--- config.mk ---
export PLATFORM = sky130hd
export DESIGN_NAME = vdp_vga_timing
export DESIGN_NICKNAME = d
export VERILOG_FILES = /design/src/rtl/vdp_vga_timing.sv
export SDC_FILE = /design/constraint.sdc
export NUM_CORES = 1
export LEC_CHECK = 0
export BUFFER_PORTS_ARGS = -buffer_cell sky130_fd_sc_hd__buf_4
export CORE_MARGIN = 10
export CORE_UTILIZATION = 25
export CTS_CLUSTER_SIZE = 14
export DETAILED_ROUTE_END_ITERATION = 8
export GPL_ROUTABILITY_DRIVEN = 0
export SYNTH_ARGS = -nofsm -noshare
export SYNTH_HDL_FRONTEND = slang
export SYNTH_SLANG_ARGS = --single-unit
--- constraint.sdc ---
create_clock -name clk -period 5.27 [get_ports clk]
set_clock_uncertainty 0.15 [all_clocks]
set_input_delay 0.527 -clock clk [delete_from_list [all_inputs] [get_ports clk]]
set_output_delay 0.527 -clock clk [all_outputs]
set_load 0.1 [all_outputs]
--- src/rtl/vdp_vga_timing.sv ---
// VDP raster timing: 640x480@60 VGA counters, syncs and blank, plus the
// SMS line timebase, V counter, status flags and Z80 interrupt line.
//
// Ports:
//   clk, rst_L          pixel clock, async active-low reset
//   R0, R1, R10         mode regs (IE1 = R0[4], IE0 = R1[5]), line reload
//   status_rd           CPU read of control port (clears flags after cycle)
//   spr_ovf_set/col_set sprite overflow / collision events
//   col, row            raster counters
//   hsync_L, vsync_L    active-low syncs
//   vga_blank           high outside the visible area
//   vcount              SMS V counter
//   status              {F, OVF, COL, 5'b0}
//   line_start          pulse on the first cycle of each SMS line
//   irq_L               active-low Z80 interrupt
module vdp_vga_timing #(
    parameter int H_VISIBLE    = 640,
    parameter int H_FP         = 16,
    parameter int H_SYNC       = 96,
    parameter int H_BP         = 48,
    parameter int V_VISIBLE    = 480,
    parameter int V_FP         = 10,
    parameter int V_SYNC       = 2,
    parameter int V_BP         = 33,
    parameter int ACTIVE_TOP   = 48,
    parameter int ACTIVE_LINES = 192
) (
    input  logic       clk,
    input  logic       rst_L,
    input  logic [7:0] R0,
    input  logic [7:0] R1,
    input  logic [7:0] R10,
    input  logic       status_rd,
    input  logic       spr_ovf_set,
    input  logic       spr_col_set,
    output logic [9:0] col,
    output logic [9:0] row,
    output logic       hsync_L,
    output logic       vsync_L,
    output logic       vga_blank,
    output logic [7:0] vcount,
    output logic [7:0] status,
    output logic       line_start,
    output logic       irq_L
);

    localparam int H_TOTAL = H_VISIBLE + H_FP + H_SYNC + H_BP;
    localparam int V_TOTAL = V_VISIBLE + V_FP + V_SYNC + V_BP;

    localparam logic [9:0]  H_LAST  = 10'(H_TOTAL - 1);
    localparam logic [9:0]  V_LAST  = 10'(V_TOTAL - 1);
    localparam logic [9:0]  H_VIS   = 10'(H_VISIBLE);
    localparam logic [9:0]  V_VIS   = 10'(V_VISIBLE);
    localparam logic [9:0]  HS_BEG  = 10'(H_VISIBLE + H_FP);
    localparam logic [9:0]  HS_END  = 10'(H_VISIBLE + H_FP + H_SYNC - 1);
    localparam logic [9:0]  VS_BEG  = 10'(V_VISIBLE + V_FP);
    localparam logic [9:0]  VS_END  = 10'(V_VISIBLE + V_FP + V_SYNC - 1);
    localparam logic [10:0] V_TOT11 = 11'(V_TOTAL);
    localparam logic [10:0] V_OFS   = 11'(V_TOTAL - ACTIVE_TOP);
    localparam logic [8:0]  F_LINE  = 9'(ACTIVE_LINES);
    // NTSC SMS frame: 262 lines, V counter jumps back by 6 after 0xDA
    localparam logic [8:0]  SMS_LAST = 9'd261;
    localparam logic [8:0]  VC_SPLIT = 9'd218;

    logic [9:0] col_q, col_d;
    logic [9:0] row_q, row_d;
    logic       f_q, f_d;
    logic       ovf_q, ovf_d;
    logic       cf_q, cf_d;
    logic       lf_q, lf_d;
    logic [7:0] lcnt_q, lcnt_d;

    logic [10:0] vsum;
    logic [10:0] vwrap;
    logic [9:0]  vline;
    logic [8:0]  sms;
    logic [8:0]  sms_m6;
    logic        ls;
    logic        lf_hit;

    // Raster counters
    always_comb begin
        col_d = col_q + 10'd1;
        row_d = row_q;
        if (col_q == H_LAST) begin
            col_d = '0;
            row_d = (row_q == V_LAST) ? '0 : row_q + 10'd1;
        end
    end

    // SMS line timebase: VGA rows relative to active top, two rows per line
    assign vsum   = {1'b0, row_q} + V_OFS;
    assign vwrap  = vsum - V_TOT11;
    assign vline  = (vsum >= V_TOT11) ? vwrap[9:0] : vsum[9:0];
    assign sms    = (vline[9:1] > SMS_LAST) ? SMS_LAST : vline[9:1];
    assign sms_m6 = sms - 9'd6;
    assign ls     = (col_q == '0) && !vline[0] && (vline < V_LAST);

    // Line interrupt counter and flag updates; a set beats a read-clear
    always_comb begin
        lcnt_d = lcnt_q;
        lf_hit = 1'b0;
        if (ls) begin
            if (sms <= F_LINE) begin
                if (lcnt_q == 8'd0) begin
                    lcnt_d = R10;
                    lf_hit = 1'b1;
                end else begin
                    lcnt_d = lcnt_q - 8'd1;
                end
            end else begin
                lcnt_d = R10;
            end
        end
        f_d   = (f_q & ~status_rd) | (ls & (sms == F_LINE));
        ovf_d = (ovf_q & ~status_rd) | spr_ovf_set;
        cf_d  = (cf_q & ~status_rd) | spr_col_set;
        lf_d  = (lf_q & ~status_rd) | lf_hit;
    end

    always_ff @(posedge clk or negedge rst_L) begin
        if (!rst_L) begin
            col_q  <= '0;
            row_q  <= '0;
            f_q    <= 1'b0;
            ovf_q  <= 1'b0;
            cf_q   <= 1'b0;
            lf_q   <= 1'b0;
            lcnt_q <= 8'hFF;
        end else begin
            col_q  <= col_d;
            row_q  <= row_d;
            f_q    <= f_d;
            ovf_q  <= ovf_d;
            cf_q   <= cf_d;
            lf_q   <= lf_d;
            lcnt_q <= lcnt_d;
        end
    end

    assign col        = col_q;
    assign row        = row_q;
    assign hsync_L    = !((col_q >= HS_BEG) && (col_q <= HS_END));
    assign vsync_L    = !((row_q >= VS_BEG) && (row_q <= VS_END));
    assign vga_blank  = (col_q >= H_VIS) || (row_q >= V_VIS);
    assign vcount     = (sms <= VC_SPLIT) ? sms[7:0] : sms_m6[7:0];
    assign line_start = ls;
    assign status     = {f_q, ovf_q, cf_q, 5'b0};
    assign irq_L      = ~((f_q & R1[5]) | (lf_q & R0[4]));

    logic unused_bits;
    assign unused_bits = ^{R0[7:5], R0[3:0], R1[7:6], R1[4:0],
                           vwrap[10], sms_m6[8]};

endmodule

==> results.sh, run 1 <==
export IMPL_status="finished clean"
export IMPL_antenna_found_initial=0
export IMPL_final_cells=581
export IMPL_synth_xor_area_share_pct=7.88
export IMPL_crit_path_start="row[0]$_DFFE_PN0N_"
export IMPL_ys_async_sr_fraction_pct=100
export IMPL_cts_buffers_inserted=5
export IMPL_hold_slack_ns=0.0421
export IMPL_worst_ep_arrival_time_ns=4.50
export IMPL_die_w_um=130
export IMPL_p_leak_nw=1.78
export IMPL_synthCells=371
export IMPL_clk_pin_slew_ns=0.05
export IMPL_netlist_area_um2=3000
export IMPL_cts_tree="done"
export IMPL_wirelength_um=8840
export IMPL_fin_crit_sh_pct=98.3
export IMPL_gr_usage_all_layers_pct=10.4
export IMPL_synth_edff_count=0
export IMPL_finalCriticalPeriod_ns=5.18
export IMPL_rows=39
export IMPL_n_antenna_cell=0
export IMPL_rsz0062_at_grt="yes"
export IMPL_irDropWorstVdd_v=0.000130
export IMPL_cts_buffer_depth=2
export IMPL_ys_seq_area_share_pct=27.0
export IMPL_finalSetupViolCount=0
export IMPL_synth_area_per_cell_um2=8.09
export IMPL_yosys_mux_area_fraction_pct=3.42
export IMPL_wl_per_cell_um=15.2
export IMPL_start_util_pct=26.0
export IMPL_dp_hpwl_um=6630
export IMPL_synth_fa_ha_area_share_pct=4.17
export IMPL_final_antenna_net_count=0
export IMPL_worst_r2r_cell_count=11
export IMPL_clkSinkCount=32
export IMPL_cts_root_buffer="clkbuf_16"
export IMPL_power_per_cell_area_nw_per_um2=143
export IMPL_dieHeight_um=130
export IMPL_synth_compound_area_share_pct=23.1
export IMPL_slew_headroom_pct=34.7
export IMPL_cp_end_kind="output pin"
export IMPL_post_drt_via_cell_ratio=5.13
export IMPL_io_buffers=50
export IMPL_worstMarginPinSlew_ns=0.970
export IMPL_fin_tns_setup_ns=0
export IMPL_hold_class="input pin to async pin"
export IMPL_drive_above_1_share_pct=34.7
export IMPL_route_detailed_drc=0
export IMPL_drv_cap=0
export IMPL_fin_nets=476
export IMPL_synth_seq_cells=32
export IMPL_path_class="flip-flop to output pin"
export IMPL_grt_pass1_vias=2908
export IMPL_via_count=2979
export IMPL_ios=70
export IMPL_crit_path_start_kind="flip-flop"
export IMPL_synthFlopType="dfrtp_1"
export IMPL_synthSimpleGateAreaFrac_pct=25.4
export IMPL_crit_fanout=8
export IMPL_cp_required_ns=4.59
export IMPL_finalHoldViolations=0
export IMPL_final_max_slew_viol_count=0
export IMPL_clk_latency_ns=0.27
export IMPL_synth_top_family_by_area="simple AND/OR/NAND/NOR gates"
export IMPL_core_area_um2=11600
export IMPL_placed_cells=555
export IMPL_placed_area_um2=3620
export IMPL_cts_htree_levels=2
export IMPL_synth_cell_types=74
export IMPL_rrSetupSlack_ns=1.16
export IMPL_grt_overflow=0
export IMPL_grt_pass1_wl_um=14600
export IMPL_reg2reg_from="row[0]$_DFFE_PN0N_"
export IMPL_ys_warn_count=0
export IMPL_die_area_um2=16800
export IMPL_fillers=1182
export IMPL_final_area_um2=4060
export IMPL_syn_to_final_growth_pct=35.3
export IMPL_first_iter_violations=167
export IMPL_drtPass1Iterations=4
export IMPL_max_freq_mhz=193
export IMPL_r2r_end="lcnt_q[7]$_DFFE_PN1P_"
export IMPL_grt_max_degree=33
stage by stage:
stage	setup slack [ns]	power (mW)	utilization [%]
3_3_place_gp	0.262	0.293	31.3
4_1_cts	0.00641	0.587	32.9
6_report	0.0901	0.579	35.1
5_1_grt	-0.0990	0.600	35.1
3_5_place_dp	0.128	0.294	31.3
2_1_floorplan	0.00760	0.282	-
routing by layer:
layer	track usage [%]	up-vias	share of wire (%)	wire length [um]
met5	0	-	0	0
met4	1.98	0	1.0	89
met3	2.24	9	4.5	396
met2	18.2	66	50	4420
met1	12.7	1444	44	3930
li1	-	1460	-	-
state kept, by name, indices dropped and copies added, names as in the netlist:
register	cells
f_q	1
col	10
row	10
lcnt_q	8
ovf_q	1
lf_q	1
cf_q	1
worst max-delay path by stage:
| stage | endpoint | slack, ns | cells after the start |
|---|---|---|---|
| 6_report | vcount[2] | 0.09 | 16 |
| 5_1_grt | vcount[3] | -0.1 | 18 |
| 4_1_cts | vcount[4] | 0.006 | 18 |
| 3_5_place_dp | vcount[2] | 0.13 | 17 |
| 3_3_place_gp | vcount[2] | 0.26 | 17 |
| 2_1_floorplan | vcount[4] | 0.008 | 19 |
kinds of logic after synthesis:
logic type	count (synthesis)
AO/OA/AOI/OAI	92
XOR/XNOR	27
adder cells (fa/ha/maj)	10
buffers and inverters	55
flip-flops	32
multiplexers	10
other	1
AND/OR/NAND/NOR	144
synthesized netlist by cell type (10+ instances only):
master | instances | area (um^2)
nand2_1 | 26 | 97.6
clkbuf_1 | 10 | 37.5
dfrtp_1 | 24 | 601
inv_1 | 24 | 90.1
a21oi_1 | 17 | 85.1
xnor2_1 | 19 | 166
nor2_1 | 31 | 116
nor3_1 | 12 | 60.1
nand3_1 | 16 | 80.1
nand4_1 | 10 | 62.6
o21ai_0 | 22 | 110
ha_1 | 10 | 125
layout by cell type (no fill, tap or decap), types with 7 or more instances in the layout:
cell	instances
inv_1	23
dfstp_2	8
nor2_1	28
nand2_1	25
ha_1	8
or3_1	7
o21ai_0	22
a21oi_1	14
xnor2_1	17
xor2_1	7
buf_4	80
nand3_1	15
nor3_1	10
dfrtp_1	18
nand4_1	10
cell type report:
class / instances / area [um^2] / area share [%]
inverters: 25 / 93.8 / 2.31
multi-input cells: 288 / 2130 / 52.5
clock inverters: 2 / 10.0 / 0.246
repair buffers: 85 / 683 / 16.8
clock buffers: 6 / 139 / 3.42
well taps: 143 / 179 / 4.40
flip-flops and latches: 32 / 823 / 20.3
power by group:
| group | total (mW) | switching, mW | internal [mW] |
|---|---|---|---|
| Combinational | 0.0412 | 0.0317 | 0.00950 |
| Sequential | 0.248 | 0.000519 | 0.247 |
| Clock | 0.290 | 0.104 | 0.186 |
critical path, stage by stage (launching register included):
cell and delay (ns):
dfrtp_4 0.52, ha_4 0.22, o41a_1 0.44, nor3_2 0.21, o31a_1 0.22, and4_4 0.32
nor2_4 0.07, o311a_4 0.33, o41ai_4 0.41, and2_4 0.22, buf_4 0.15, ha_1 0.16
a311oi_2 0.08, buf_4 0.18, nor2_4 0.14, mux2_2 0.36, buf_6 0.19
repair_timing:
item,in CTS,in global routing
gates resized for setup,7,22
cloned,0,0
setup buffers,2,16
hold endpoints to repair,0,0
pin swaps,2,15
hold buffers,0,0
endpoints found under the setup margin,4,5
(Power assumes the default switching activity.)
==> run 2, diff against run 1 <==
==> constraint.sdc (replaced) <==
create_clock -name clk -period 4.4 [get_ports clk]
set_clock_uncertainty 0.15 [all_clocks]
set_input_delay 0.44 -clock clk [delete_from_list [all_inputs] [get_ports clk]]
set_output_delay 0.44 -clock clk [all_outputs]
set_load 0.1 [all_outputs]
==> run 2 against run 1 <==
  * Sequential share of layout area is 2.5 points lower
  * Die area unchanged
  * Design area is 14% higher
  * Combinational power grew 21%
  * The run now ends with setup timing left
  * Worst setup slack worse by 0.55 ns
  * Critical path type unchanged
  * Utilization is 5.0 points higher
  * Via count up 6.6%
==> results.sh, run 2 (same netlist as run 1, synthesis figures left out) <==
export IMPL_status="finished with violations"
export IMPL_violations="setup timing"
export IMPL_crit_path_start_kind="flip-flop"
export IMPL_io_buffers=50
export IMPL_worst_ep_arrival_time_ns=4.27
export IMPL_layout_commonest_cell="buf_4"
export IMPL_finalSetupViolCount=5
export IMPL_post_drt_via_cell_ratio=4.98
export IMPL_p_leak_nw=2.08
export IMPL_die_area_um2=16800
export IMPL_cts_buffers_inserted=5
export IMPL_final_antenna_net_count=0
export IMPL_wirelength_um=9590
export IMPL_clk_pin_slew_ns=0.05
export IMPL_fin_tns_setup_ns=-1.82
export IMPL_core_area_um2=11600
export IMPL_max_freq_mhz=206
export IMPL_dp_hpwl_um=7510
export IMPL_grt_overflow=0
export IMPL_hold_class="input pin to flip-flop"
export IMPL_clkSinkCount=32
export IMPL_first_iter_violations=193
export IMPL_fin_nets=533
export IMPL_cts_buffer_depth=2
export IMPL_irDropWorstVdd_v=0.000183
export IMPL_finalHoldViolations=0
export IMPL_start_util_pct=26.0
export IMPL_syn_to_final_growth_pct=54.6
export IMPL_rsz0062_at_grt="yes"
export IMPL_drtPass1Iterations=4
export IMPL_worstMarginPinSlew_ns=1.09
export IMPL_fillers=1138
export IMPL_antenna_found_initial=0
export IMPL_cts_tree="done"
export IMPL_rows=39
export IMPL_finalCriticalPeriod_ns=4.86
export IMPL_dieHeight_um=130
export IMPL_n_antenna_cell=0
export IMPL_cts_htree_levels=2
export IMPL_power_mw=0.676
export IMPL_grt_pass1_vias=3213
export IMPL_die_w_um=130
export IMPL_cp_end_kind="output pin"
export IMPL_fin_crit_sh_pct=111
export IMPL_cp_required_ns=3.81
export IMPL_path_class="flip-flop to output pin"
export IMPL_final_max_slew_viol_count=0
export IMPL_power_per_cell_area_nw_per_um2=146
export IMPL_wl_per_cell_um=15.0
export IMPL_via_count=3177
export IMPL_grt_max_degree=33
export IMPL_slew_headroom_pct=27.0
export IMPL_gr_usage_all_layers_pct=11.2
export IMPL_route_detailed_drc=0
export IMPL_clk_latency_ns=0.28
export IMPL_final_cell_mix="127 x buf_4, 29 x nor2_1, 25 x nand2_1"
export IMPL_cts_root_buffer="clkbuf_16"
export IMPL_grt_pass1_wl_um=15700
export IMPL_crit_fanout=8
export IMPL_setup_slack_ns=-0.464
export IMPL_drv_cap=0
export IMPL_drive_above_1_share_pct=44.0
export IMPL_ios=70
[run 2: power breakdown]
part,leakage [nW],switching (mW),internal (mW)
sequential,0.386,0.000610,0.296
combinational,1.63,0.0378,0.0119
clock,0.0679,0.121,0.209
total,2.08,0.159,0.517
[run 2: area by class of cell]
class | count | area, um^2 | area share (%)
sequential | 32 | 825 | 17.8
clock inverter | 1 | 5.00 | 0.108
inverter | 25 | 93.8 | 2.02
clock buffer | 7 | 133 | 2.86
timing repair buffer | 142 | 1190 | 25.7
multi-input combinational | 288 | 2210 | 47.7
tap | 143 | 179 | 3.85
[run 2: worst max-delay path, stage by stage (launching register included)]
cell and delay (ns):
dfrtp_4 0.50, ha_4 0.20, o41a_1 0.39, and4_1 0.23, o31a_1 0.28, and4_4 0.24, o311a_1 0.31, a21oi_2 0.19
o41ai_4 0.11, buf_4 0.15, nand2_4 0.07, inv_2 0.05, buf_4 0.12, ha_2 0.17, a311oi_2 0.28, buf_4 0.17
mux2i_1 0.18, o21a_2 0.16, buf_12 0.17
[run 2: worst paths after layout]
path / from / endpoint / slack, ns / depth (start not counted)
max in group asynchronous: rst_L / lcnt_q[7]$_DFFE_PN1P_ / 3.26 / 2
min in group asynchronous: rst_L / row[6]$_DFFE_PN0N_ / 0.50 / 2
min: spr_col_set / cf_q$_DFF_PN0_ / 0.19 / 2
min reg2reg: cf_q$_DFF_PN0_ / cf_q$_DFF_PN0_ / 0.33 / 1
max reg2reg: row[1]$_DFFE_PN0N_ / lcnt_q[6]$_DFFE_PN1P_ / 0.30 / 16
max: row[1]$_DFFE_PN0N_ / vcount[3] / -0.46 / 18
[run 2: timing repair]
item / CTS / global route
hold buffers: 1 / 0
resized for setup: 23 / 29
endpoints found under the setup margin: 6 / 10
endpoints found under the hold margin: 24 / 0
setup buffers: 6 / 6
pin swaps: 7 / 7
[run 2: through the flow]
step | hold slack, ns | setup WS (ns) | area, um^2 | utilization (%) | cells
after floorplan | -0.00559 | -0.698 | 3180 | - | 375
after global placement | 0.256 | -0.301 | 4150 | 35.8 | 617
after detailed placement | 0.257 | -0.448 | 4150 | 35.8 | 617
after CTS | 0.189 | -0.465 | 4440 | 38.4 | 632
after global routing | 0.199 | -0.635 | 4640 | 40.1 | 638
final | 0.195 | -0.464 | 4640 | 40.1 | 638
[run 2: routing by layer]
layer / vias to the layer above / track usage, % / part of all wire [%]
met2: 64 / 19.9 / 52
met5: - / 0 / 0
met1: 1519 / 13.0 / 43
met3: 13 / 1.67 / 2.8
li1: 1581 / - / -
met4: 0 / 4.76 / 1.8
==> run 3, diff against run 2 <==
--- a/config.mk
+++ b/config.mk
@@ -6,6 +6,7 @@
 export NUM_CORES = 1
 export LEC_CHECK = 0
 export BUFFER_PORTS_ARGS = -buffer_cell sky130_fd_sc_hd__buf_4
+export CORE_ASPECT_RATIO = 1.2
 export CORE_MARGIN = 10
 export CORE_UTILIZATION = 25
 export CTS_CLUSTER_SIZE = 14
==> run 3 against run 2 <==
  * Design area grew 3.2%
  * Critical path type unchanged
  * Combinational power is essentially flat
  * Highest routed layer unchanged
  * The run still ends with setup timing left
  * Global-route usage grew 0.13 points
==> results.sh, run 3 (same netlist as run 1, synthesis figures left out) <==
export IMPL_drive_above_1_share_pct=45.4
export IMPL_antenna_found_initial=0
export IMPL_rrSetupSlack_ns=0.16
export IMPL_fin_crit_sh_pct=113
export IMPL_cp_end_kind="output pin"
export IMPL_reg2reg_from="row[0]$_DFFE_PN0N_"
export IMPL_final_cells=666
export IMPL_grt_pass1_wl_um=16100
export IMPL_finalHoldViolations=0
export IMPL_power_mw=0.767
export IMPL_worstHoldStart="spr_col_set"
export IMPL_fillers=1154
export IMPL_cts_buffers_inserted=5
export IMPL_max_freq_mhz=201
export IMPL_ios=70
export IMPL_io_buffers=50
export IMPL_grt_max_degree=33
export IMPL_worst_ep_arrival_time_ns=4.38
export IMPL_worst_r2r_cell_count=18
export IMPL_setup_slack_ns=-0.565
export IMPL_post_drt_via_cell_ratio=4.93
export IMPL_wl_per_cell_um=14.9
export IMPL_irDropWorstVdd_v=0.000220
export IMPL_r2r_end="lcnt_q[2]$_DFFE_PN1P_"
export IMPL_rsz0062_at_grt="yes"
export IMPL_violations="setup timing"
export IMPL_syn_to_final_growth_pct=59.5
export IMPL_core_area_um2=11700
export IMPL_dieHeight_um=140
export IMPL_dp_hpwl_um=7460
export IMPL_hold_slack_ns=0.200
export IMPL_wirelength_um=9940
export IMPL_die_area_um2=16800
export IMPL_clkSinkCount=32
export IMPL_drv_cap=0
export IMPL_grt_pass1_vias=3291
export IMPL_first_iter_violations=149
export IMPL_drtPass1Iterations=4
export IMPL_slew_headroom_pct=33.3
export IMPL_final_max_slew_viol_count=0
export IMPL_regArea_um2=825
export IMPL_layout_commonest_cell="buf_4"
export IMPL_gr_usage_all_layers_pct=11.3
export IMPL_hold_depth=2
export IMPL_cts_root_buffer="clkbuf_16"
export IMPL_worstMarginPinSlew_ns=0.991
export IMPL_cts_htree_levels=2
export IMPL_final_antenna_net_count=0
export IMPL_status="finished with violations"
export IMPL_finalCriticalPeriod_ns=4.97
export IMPL_cts_buffer_depth=2
export IMPL_hold_class="input pin to flip-flop"
export IMPL_placed_area_um2=4180
export IMPL_cts_tree="done"
export IMPL_rows=43
export IMPL_fin_nets=547
export IMPL_clk_pin_slew_ns=0.06
export IMPL_placed_cells=633
export IMPL_power_per_cell_area_nw_per_um2=160
export IMPL_clk_latency_ns=0.27
export IMPL_final_area_um2=4790
export IMPL_path_class="flip-flop to output pin"
export IMPL_multi_input_area_um2=2190
export IMPL_worstHoldEndpoint="cf_q$_DFF_PN0_"
export IMPL_finalSetupViolCount=6
export IMPL_start_util_pct=25.7
export IMPL_crit_fanout=7
export IMPL_cp_required_ns=3.81
export IMPL_n_antenna_cell=0
export IMPL_via_count=3281
export IMPL_p_leak_nw=2.17
export IMPL_crit_path_start_kind="flip-flop"
export IMPL_place_worst_setup_slack_ns=-0.415
export IMPL_grt_overflow=0
export IMPL_die_w_um=120
export IMPL_route_detailed_drc=0
export IMPL_final_cell_mix="137 x buf_4, 28 x nor2_1, 25 x nand2_1"
==> run 3: changes by cell type in the layout (fill, tap and decap cells not counted), sizes merged <==
cell and delta:
clkinv -1, buf +14, bufinv +1
==> run 3: stage by stage <==
stage	TNS [ns]	utilization (%)
4_1_cts	-2.43	40.1
3_5_place_dp	-1.89	35.8
6_report	-2.73	41.0
3_3_place_gp	-1.81	35.8
5_1_grt	-3.62	41.0
2_1_floorplan	-3.36	-
==> run 3: how the worst max path moves through the flow <==
stage / cells past startpoint / end / from / slack (ns)
after floorplan: 19 / vcount[4] / row[0]$_DFFE_PN0N_ / -0.70
after global placement: 19 / vcount[3] / row[1]$_DFFE_PN0N_ / -0.38
after detailed placement: 19 / vcount[3] / row[1]$_DFFE_PN0N_ / -0.41
after CTS: 19 / vcount[1] / row[1]$_DFFE_PN0N_ / -0.52
after global routing: 21 / vcount[3] / row[1]$_DFFE_PN0N_ / -0.74
final: 21 / vcount[2] / row[0]$_DFFE_PN0N_ / -0.57
==> run 3: cell type report <==
type,count,area share [%]
well taps,157,4.10
inverters,25,2.01
multi-input cells,288,45.8
flip-flops and latches,32,17.2
repair buffers,156,27.1
clock inverters,1,0.627
clock buffers,7,3.19
==> run 3: worst max-delay path, stage by stage (launching register included) <==
cell and delay (ns):
dfrtp_4 0.50, buf_6 0.15, buf_6 0.13, and3b_2 0.22, o41ai_4 0.40, buf_4 0.18, nor2_1 0.04, and4_4 0.23
buf_4 0.13, o31a_1 0.27, nor2_2 0.19, o41ai_4 0.11, buf_4 0.16, nand2_4 0.06, inv_2 0.06, buf_4 0.13
ha_1 0.18, a311oi_2 0.27, buf_4 0.18, nor2_4 0.04, mux2_4 0.31, buf_12 0.17
==> run 3: power breakdown <==
part | switching (mW) | internal [mW] | total, mW
Clock | 0.123 | 0.298 | 0.420
Sequential | 0.000732 | 0.296 | 0.297
Combinational | 0.0381 | 0.0119 | 0.0500
==> run 3: metal layers <==
| layer | vias up | wire [um] | global-route usage [%] | part of all wire, % |
|---|---|---|---|---|
| li1 | 1610 | - | - | - |
| met1 | 1601 | 3980 | 12.4 | 40 |
| met2 | 64 | 5550 | 21.5 | 56 |
| met3 | 6 | 337 | 1.85 | 3.4 |
| met4 | 0 | 77 | 3.24 | 0.77 |
| met5 | - | 0 | 0 | 0 |
==> run 3: repair_timing <==
item                       CTS  global route
pin swaps                    7             3
resized for setup           43             9
buffers inserted            17             7
setup endpoints to repair    6            12
hold endpoints to repair    24             0
hold buffers                 1             0
